## config.mk

```make
export PLATFORM = sky130hd
export DESIGN_NAME = ack_stream_merger
export DESIGN_NICKNAME = d
export VERILOG_FILES = /design/src/rtl/ack_stream_merger.sv
export SDC_FILE = /design/constraint.sdc
export NUM_CORES = 1
export LEC_CHECK = 0
export ABC_AREA = 1
export CORE_ASPECT_RATIO = 0.75
export CORE_MARGIN = 5
export CORE_UTILIZATION = 32
export DETAILED_ROUTE_END_ITERATION = 10
export GPL_TIMING_DRIVEN = 1
export PLACE_DENSITY = 0.88
export SLEW_MARGIN = 20
export SYNTH_ARGS = -nofsm -noshare
export SYNTH_HDL_FRONTEND = slang
export SYNTH_SLANG_ARGS = --single-unit
```

## constraint.sdc

```tcl
create_clock -name clk -period 1.6 [get_ports clk]
set_input_delay 0.16 -clock clk [delete_from_list [all_inputs] [get_ports clk]]
set_output_delay 0.16 -clock clk [all_outputs]
set_load 0.01 [all_outputs]
```

## src/rtl/ack_stream_merger.sv

```systemverilog
`default_nettype none
// ============================================================================
// Module   : ack_stream_merger
// Brief    : Round-robin, packet-atomic merger of NUM_CH AXI-Stream ack
//            streams into one registered output stream.
//            Optional per-channel packet counters: define MERGER_STATS_EN.
// Revision : 1.0 - initial release
// ============================================================================
module ack_stream_merger #(
    parameter int NUM_CH   = 4,
    parameter int MAX_ACCS = 16,
    parameter int DATA_W   = 64,
    parameter int TDEST_W  = $clog2(MAX_ACCS),
    parameter int CH_W     = $clog2(NUM_CH)
) (
    input  logic                      clk,
    input  logic                      rstn,
    input  logic [NUM_CH-1:0]         s_tvalid,
    output logic [NUM_CH-1:0]         s_tready,
    input  logic [NUM_CH*TDEST_W-1:0] s_tdest,
    input  logic [NUM_CH*DATA_W-1:0]  s_tdata,
    input  logic [NUM_CH-1:0]         s_tlast,
    output logic                      m_tvalid,
    input  logic                      m_tready,
    output logic [TDEST_W-1:0]        m_tdest,
    output logic [DATA_W-1:0]         m_tdata,
    output logic                      m_tlast,
    output logic [CH_W-1:0]           m_tsrc
`ifdef MERGER_STATS_EN
    ,
    output logic [NUM_CH*32-1:0]      pkt_cnt
`endif
);

    typedef enum logic [0:0] {
        IDLE = 1'b0,
        LOCK = 1'b1
    } state_t;

    state_t            r_state;
    state_t            w_state_nxt;
    logic [CH_W-1:0]   r_grant;
    logic [CH_W-1:0]   w_grant_nxt;
    logic [CH_W-1:0]   r_rr_ptr;
    logic [CH_W-1:0]   w_rr_nxt;
    logic [CH_W-1:0]   w_pick;
    logic              w_out_free;
    logic              w_acc;
    logic              w_last;

    logic              r_m_tvalid;
    logic [TDEST_W-1:0] r_m_tdest;
    logic [DATA_W-1:0] r_m_tdata;
    logic              r_m_tlast;
    logic [CH_W-1:0]   r_m_tsrc;

    function automatic logic [CH_W-1:0] f_wrap(input int v);
        f_wrap = CH_W'(v % NUM_CH);
    endfunction

    // Scan from lowest priority to highest so the channel nearest rr_ptr wins.
    always_comb begin
        w_pick = r_rr_ptr;
        for (int i = NUM_CH - 1; i >= 0; i--) begin
            if (s_tvalid[f_wrap(int'(r_rr_ptr) + i)]) begin
                w_pick = f_wrap(int'(r_rr_ptr) + i);
            end
        end
    end

    assign w_out_free = !r_m_tvalid || m_tready;
    assign w_acc      = (r_state == LOCK) && s_tvalid[r_grant] && w_out_free;
    assign w_last     = s_tlast[r_grant];

    always_comb begin
        s_tready = '0;
        if (r_state == LOCK) begin
            s_tready[r_grant] = w_out_free;
        end
    end

    always_comb begin
        w_state_nxt = r_state;
        w_grant_nxt = r_grant;
        w_rr_nxt    = r_rr_ptr;
        case (r_state)
            IDLE: begin
                if (|s_tvalid) begin
                    w_state_nxt = LOCK;
                    w_grant_nxt = w_pick;
                end
            end
            LOCK: begin
                if (w_acc && w_last) begin
                    w_state_nxt = IDLE;
                    w_rr_nxt    = (r_grant == CH_W'(NUM_CH - 1)) ? '0 : r_grant + CH_W'(1);
                end
            end
            default: w_state_nxt = IDLE;
        endcase
    end

    always_ff @(posedge clk or negedge rstn) begin
        if (!rstn) begin
            r_state  <= IDLE;
            r_grant  <= '0;
            r_rr_ptr <= '0;
        end else begin
            r_state  <= w_state_nxt;
            r_grant  <= w_grant_nxt;
            r_rr_ptr <= w_rr_nxt;
        end
    end

    // Output holding register: loads on input acceptance, clears on drain.
    always_ff @(posedge clk or negedge rstn) begin
        if (!rstn) begin
            r_m_tvalid <= 1'b0;
            r_m_tdest  <= '0;
            r_m_tdata  <= '0;
            r_m_tlast  <= 1'b0;
            r_m_tsrc   <= '0;
        end else if (w_acc) begin
            r_m_tvalid <= 1'b1;
            r_m_tdest  <= s_tdest[r_grant*TDEST_W +: TDEST_W];
            r_m_tdata  <= s_tdata[r_grant*DATA_W +: DATA_W];
            r_m_tlast  <= w_last;
            r_m_tsrc   <= r_grant;
        end else if (m_tready) begin
            r_m_tvalid <= 1'b0;
        end
    end

    assign m_tvalid = r_m_tvalid;
    assign m_tdest  = r_m_tdest;
    assign m_tdata  = r_m_tdata;
    assign m_tlast  = r_m_tlast;
    assign m_tsrc   = r_m_tsrc;

`ifdef MERGER_STATS_EN
    for (genvar i = 0; i < NUM_CH; i++) begin : g_pkt_cnt
        logic [31:0] r_cnt;
        always_ff @(posedge clk or negedge rstn) begin
            if (!rstn) begin
                r_cnt <= '0;
            end else if (w_acc && w_last && (r_grant == CH_W'(i))) begin
                r_cnt <= r_cnt + 32'd1;
            end
        end
        assign pkt_cnt[i*32 +: 32] = r_cnt;
    end
`endif

endmodule
`default_nettype wire

```

==> run_results.csv <==
group,metric,value,unit
outcome,outcome,"finished, violations left",
outcome,violations,"negative setup slack",
placed_design,io_buffers,358,
worst_setup_path,cp.arrival,1.89,ns
logic_synthesis,syn-cell-area,5110,sq um
worst_setup_path,startpoint_type,"flop",
floorplanning,fp.dieH,119,um
clock_network,cts_max_level,3,
global_routing,grt_antenna_before_repair,1,
global_routing,overflow,0,
global_routing,grt_pass1_vias,6915,
finish,drive_gt1_share,6.67,%
drt,drc,0,
min_path,hp-class,"in -> async",
finish,final_cell_mix,"clkdlybuf4s50_1, nand2_1, nor2_1",
flow_run,drv_cap,0,
clock_network,cts_tree,"done",
floorplanning,rows,40,
logic_synthesis,synth_cell_types,21,
worst_setup_path,crit_chain,"buf_6, o211ai_2, o31ai_2, nand2_2, buf_6, buf_12, nand2_1, nand2_1",
drt,drt-pass1-iter-count,5,
logic_synthesis,synth-adder-area-share,0.980,%
worst_setup_path,crit_buf_inv,3,
sta,setup_ws,-0.0190,ns
finish,syn_to_final_growth,84.9,%
floorplanning,top_level_ports,359,
logic_synthesis,syn_nets,1075,
placed_design,gp_congestion,0.867,
global_routing,grt_pass1_wl,34800,um
logic_synthesis,synthMuxAreaShare,0,%
clock_network,cts_buffers,9,
finish,fin_nets,1422,
worst_setup_path,slowest_delay,0.52,ns
drt,vias,6841,
logic_synthesis,ys_seq_area_share,37.7,%
global_routing,grtUsageTotal,23.0,%
sta,fmax,618,MHz
drt,ant_nets,0,
finish,nFillCells,1430,
clock_network,clk_latency,0.33,ns
global_routing,grt_max_degree,62,
worst_setup_path,worstPathMaxFanout,28,
worst_setup_path,crit_family,"flip-flops",
drt,wire_per_inst,16.7,um
logic_synthesis,synth-warning-count,0,
logic_synthesis,synth_compound_area_share,23.3,%
sta,relSlewSlack,71.4,%
placed_design,place_ws,-0.133,ns
logic_synthesis,avgSynthCellArea,6.48,sq um
logic_synthesis,ys_seq_elements,77,
sta,worst_slew_pin_slew,0.429,ns
placed_design,dp_hpwl,17300,um
floorplanning,initial_core_util,32.2,%
logic_synthesis,synth_xor_area_share,0,%
drt,routed_wirelength,22500,um
clock_network,clkSlewWorstSetupHoldPaths,0.06,ns
sta,skew,0.00551,ns
worst_setup_path,endpoint_kind,"flop",
sta,hold_viol,0,
sta,timing.final.crit_share,101,%
power_and_ir_drop,irDropWorstVdd,0.849,mV
drt,drt_iter0_markers,411,
finish,antenna-diode-count,0,
power_and_ir_drop,powerDensity,1720,nW/um^2
worst_setup_path,worst-setup-path-type,"reg -> reg",
clock_network,clk_path_buf_depth,2,
floorplanning,core_area,15900,sq um
finish,mostFrequentLayoutCell,"clkdlybuf4s50_1",
logic_synthesis,synthSimpleGateAreaFrac,30.6,%
power_and_ir_drop,p_leak,0.00418,uW
clock_network,cts.sinks,77,
sta,rsz0062_at_grt,"true",
sta,fin_crit,1.62,ns
clock_network,clockRootBuffer,"clkbuf_16",
floorplanning,dieArea,18600,sq um
worst_setup_path,required,1.87,ns
drt,detail_route.vias_per_cell,5.07,
worst_setup_path,cp_slowest_cell,"dfrtp_4",
sta,drv_slew,0,
sta,finalSetupViolations,22,
logic_synthesis,synth_top_family_by_area,"simple AND/OR/NAND/NOR gates",
sta,hold_slack,0.206,ns
floorplanning,die_x,156,um
logic_synthesis,syn_inst,788,
[worst reg2reg max path, stage by stage, from the launching register on]
cell and delay (ns):
dfrtp_4 0.52, buf_6 0.15, o211ai_2 0.19, o31ai_2 0.10, nand2_2 0.14, buf_6 0.15
buf_12 0.17, nand2_1 0.08, nand2_1 0.07
[Yosys cell counts (all sizes together)]
cell type	instances	area share (%)
nor2	149	11
nand3	9	0.88
o21ai	143	14
o21bai	1	0.15
clkbuf	30	2.2
ha	4	0.98
dfrtp	77	38
a31oi	1	0.12
nand2	253	19
buf	32	3.9
o22ai	69	8.5
inv	17	1.2
or2	1	0.12
o211ai	1	0.24
o31ai	1	0.24
[path summary, 6_finish.rpt]
check	startpoint	endpoint	slack (ns)	cells past startpoint
min in group clk	m_tdata[34]	m_tdata[34]	0.47	2
max	r_grant[0]	m_tdata[47]	-0.02	8
max reg2reg	r_grant[0]	m_tdata[47]	-0.02	8
max in group asynchronous	rstn	m_tdata[55]	0.81	3
min reg2reg	m_tdata[34]	m_tdata[34]	0.47	2
min	rstn	m_tdata[2]	0.21	2
[repair_timing]
action	4_1_cts	5_1_grt
endpoints found under the setup margin	27	80
buffers inserted	3	1
endpoints found under the hold margin	77	0
pin swaps	1	1
hold buffers	1	0
gates cloned	0	1
resized for setup	24	15
[state kept, by name, summed over array words and instances (netlist names)]
name,flops
m_tlast,1
m_tsrc,2
m_tdest,4
r_rr_ptr,2
r_state,1
m_tvalid,1
r_grant,2
m_tdata,64
[per-layer routing]
layer  up-vias  track usage, %  wire [um]
met1      3194            28.1       9250
met5         -               0         20
met4         2            6.83        593
met3        43            7.59       2080
met2       310            38.5      10600
li1       3292               -          -
[stage by stage]
| step | cell area [sq um] | setup TNS [ns] | instances | total power, uW | util, % |
|---|---|---|---|---|---|
| 6_report | 9450 | -0.192 | 1350 | 16200 | 59.5 |
| 5_1_grt | 9450 | -6.26 | 1350 | 17600 | 59.5 |
| 4_1_cts | 9390 | -0.0116 | 1348 | 16100 | 59.2 |
| 3_5_place_dp | 8990 | -2.82 | 1328 | 13600 | 56.7 |
| 3_3_place_gp | 8990 | -1.53 | 1328 | 13300 | 56.7 |
| 2_1_floorplan | 5110 | 0 | 788 | 9100 | - |
[final cells by class]
type | count | area [sq um] | share of cell area, %
Timing Repair Buffer | 398 | 4010 | 42.5
Multi-Input combinational cell | 632 | 2830 | 29.9
Sequential cell | 77 | 1930 | 20.5
Tap cell | 210 | 263 | 2.78
Clock buffer | 10 | 229 | 2.42
Clock inverter | 6 | 111 | 1.18
Inverter | 17 | 68.8 | 0.729
[cells by family after synthesis]
kind of cell	after synthesis
flip-flops	77
adder cells (fa/ha/maj)	4
buffers and inverters	79
AO/OA/AOI/OAI	216
AND/OR/NAND/NOR	412
[where the power goes]
part | internal [uW] | total [uW] | switching, uW
sequential | 2950 | 3580 | 625
clock | 1520 | 2340 | 813
combinational | 4710 | 10300 | 5600
total | 9190 | 16200 | 7040
Power figures use the tool's default switching activity.
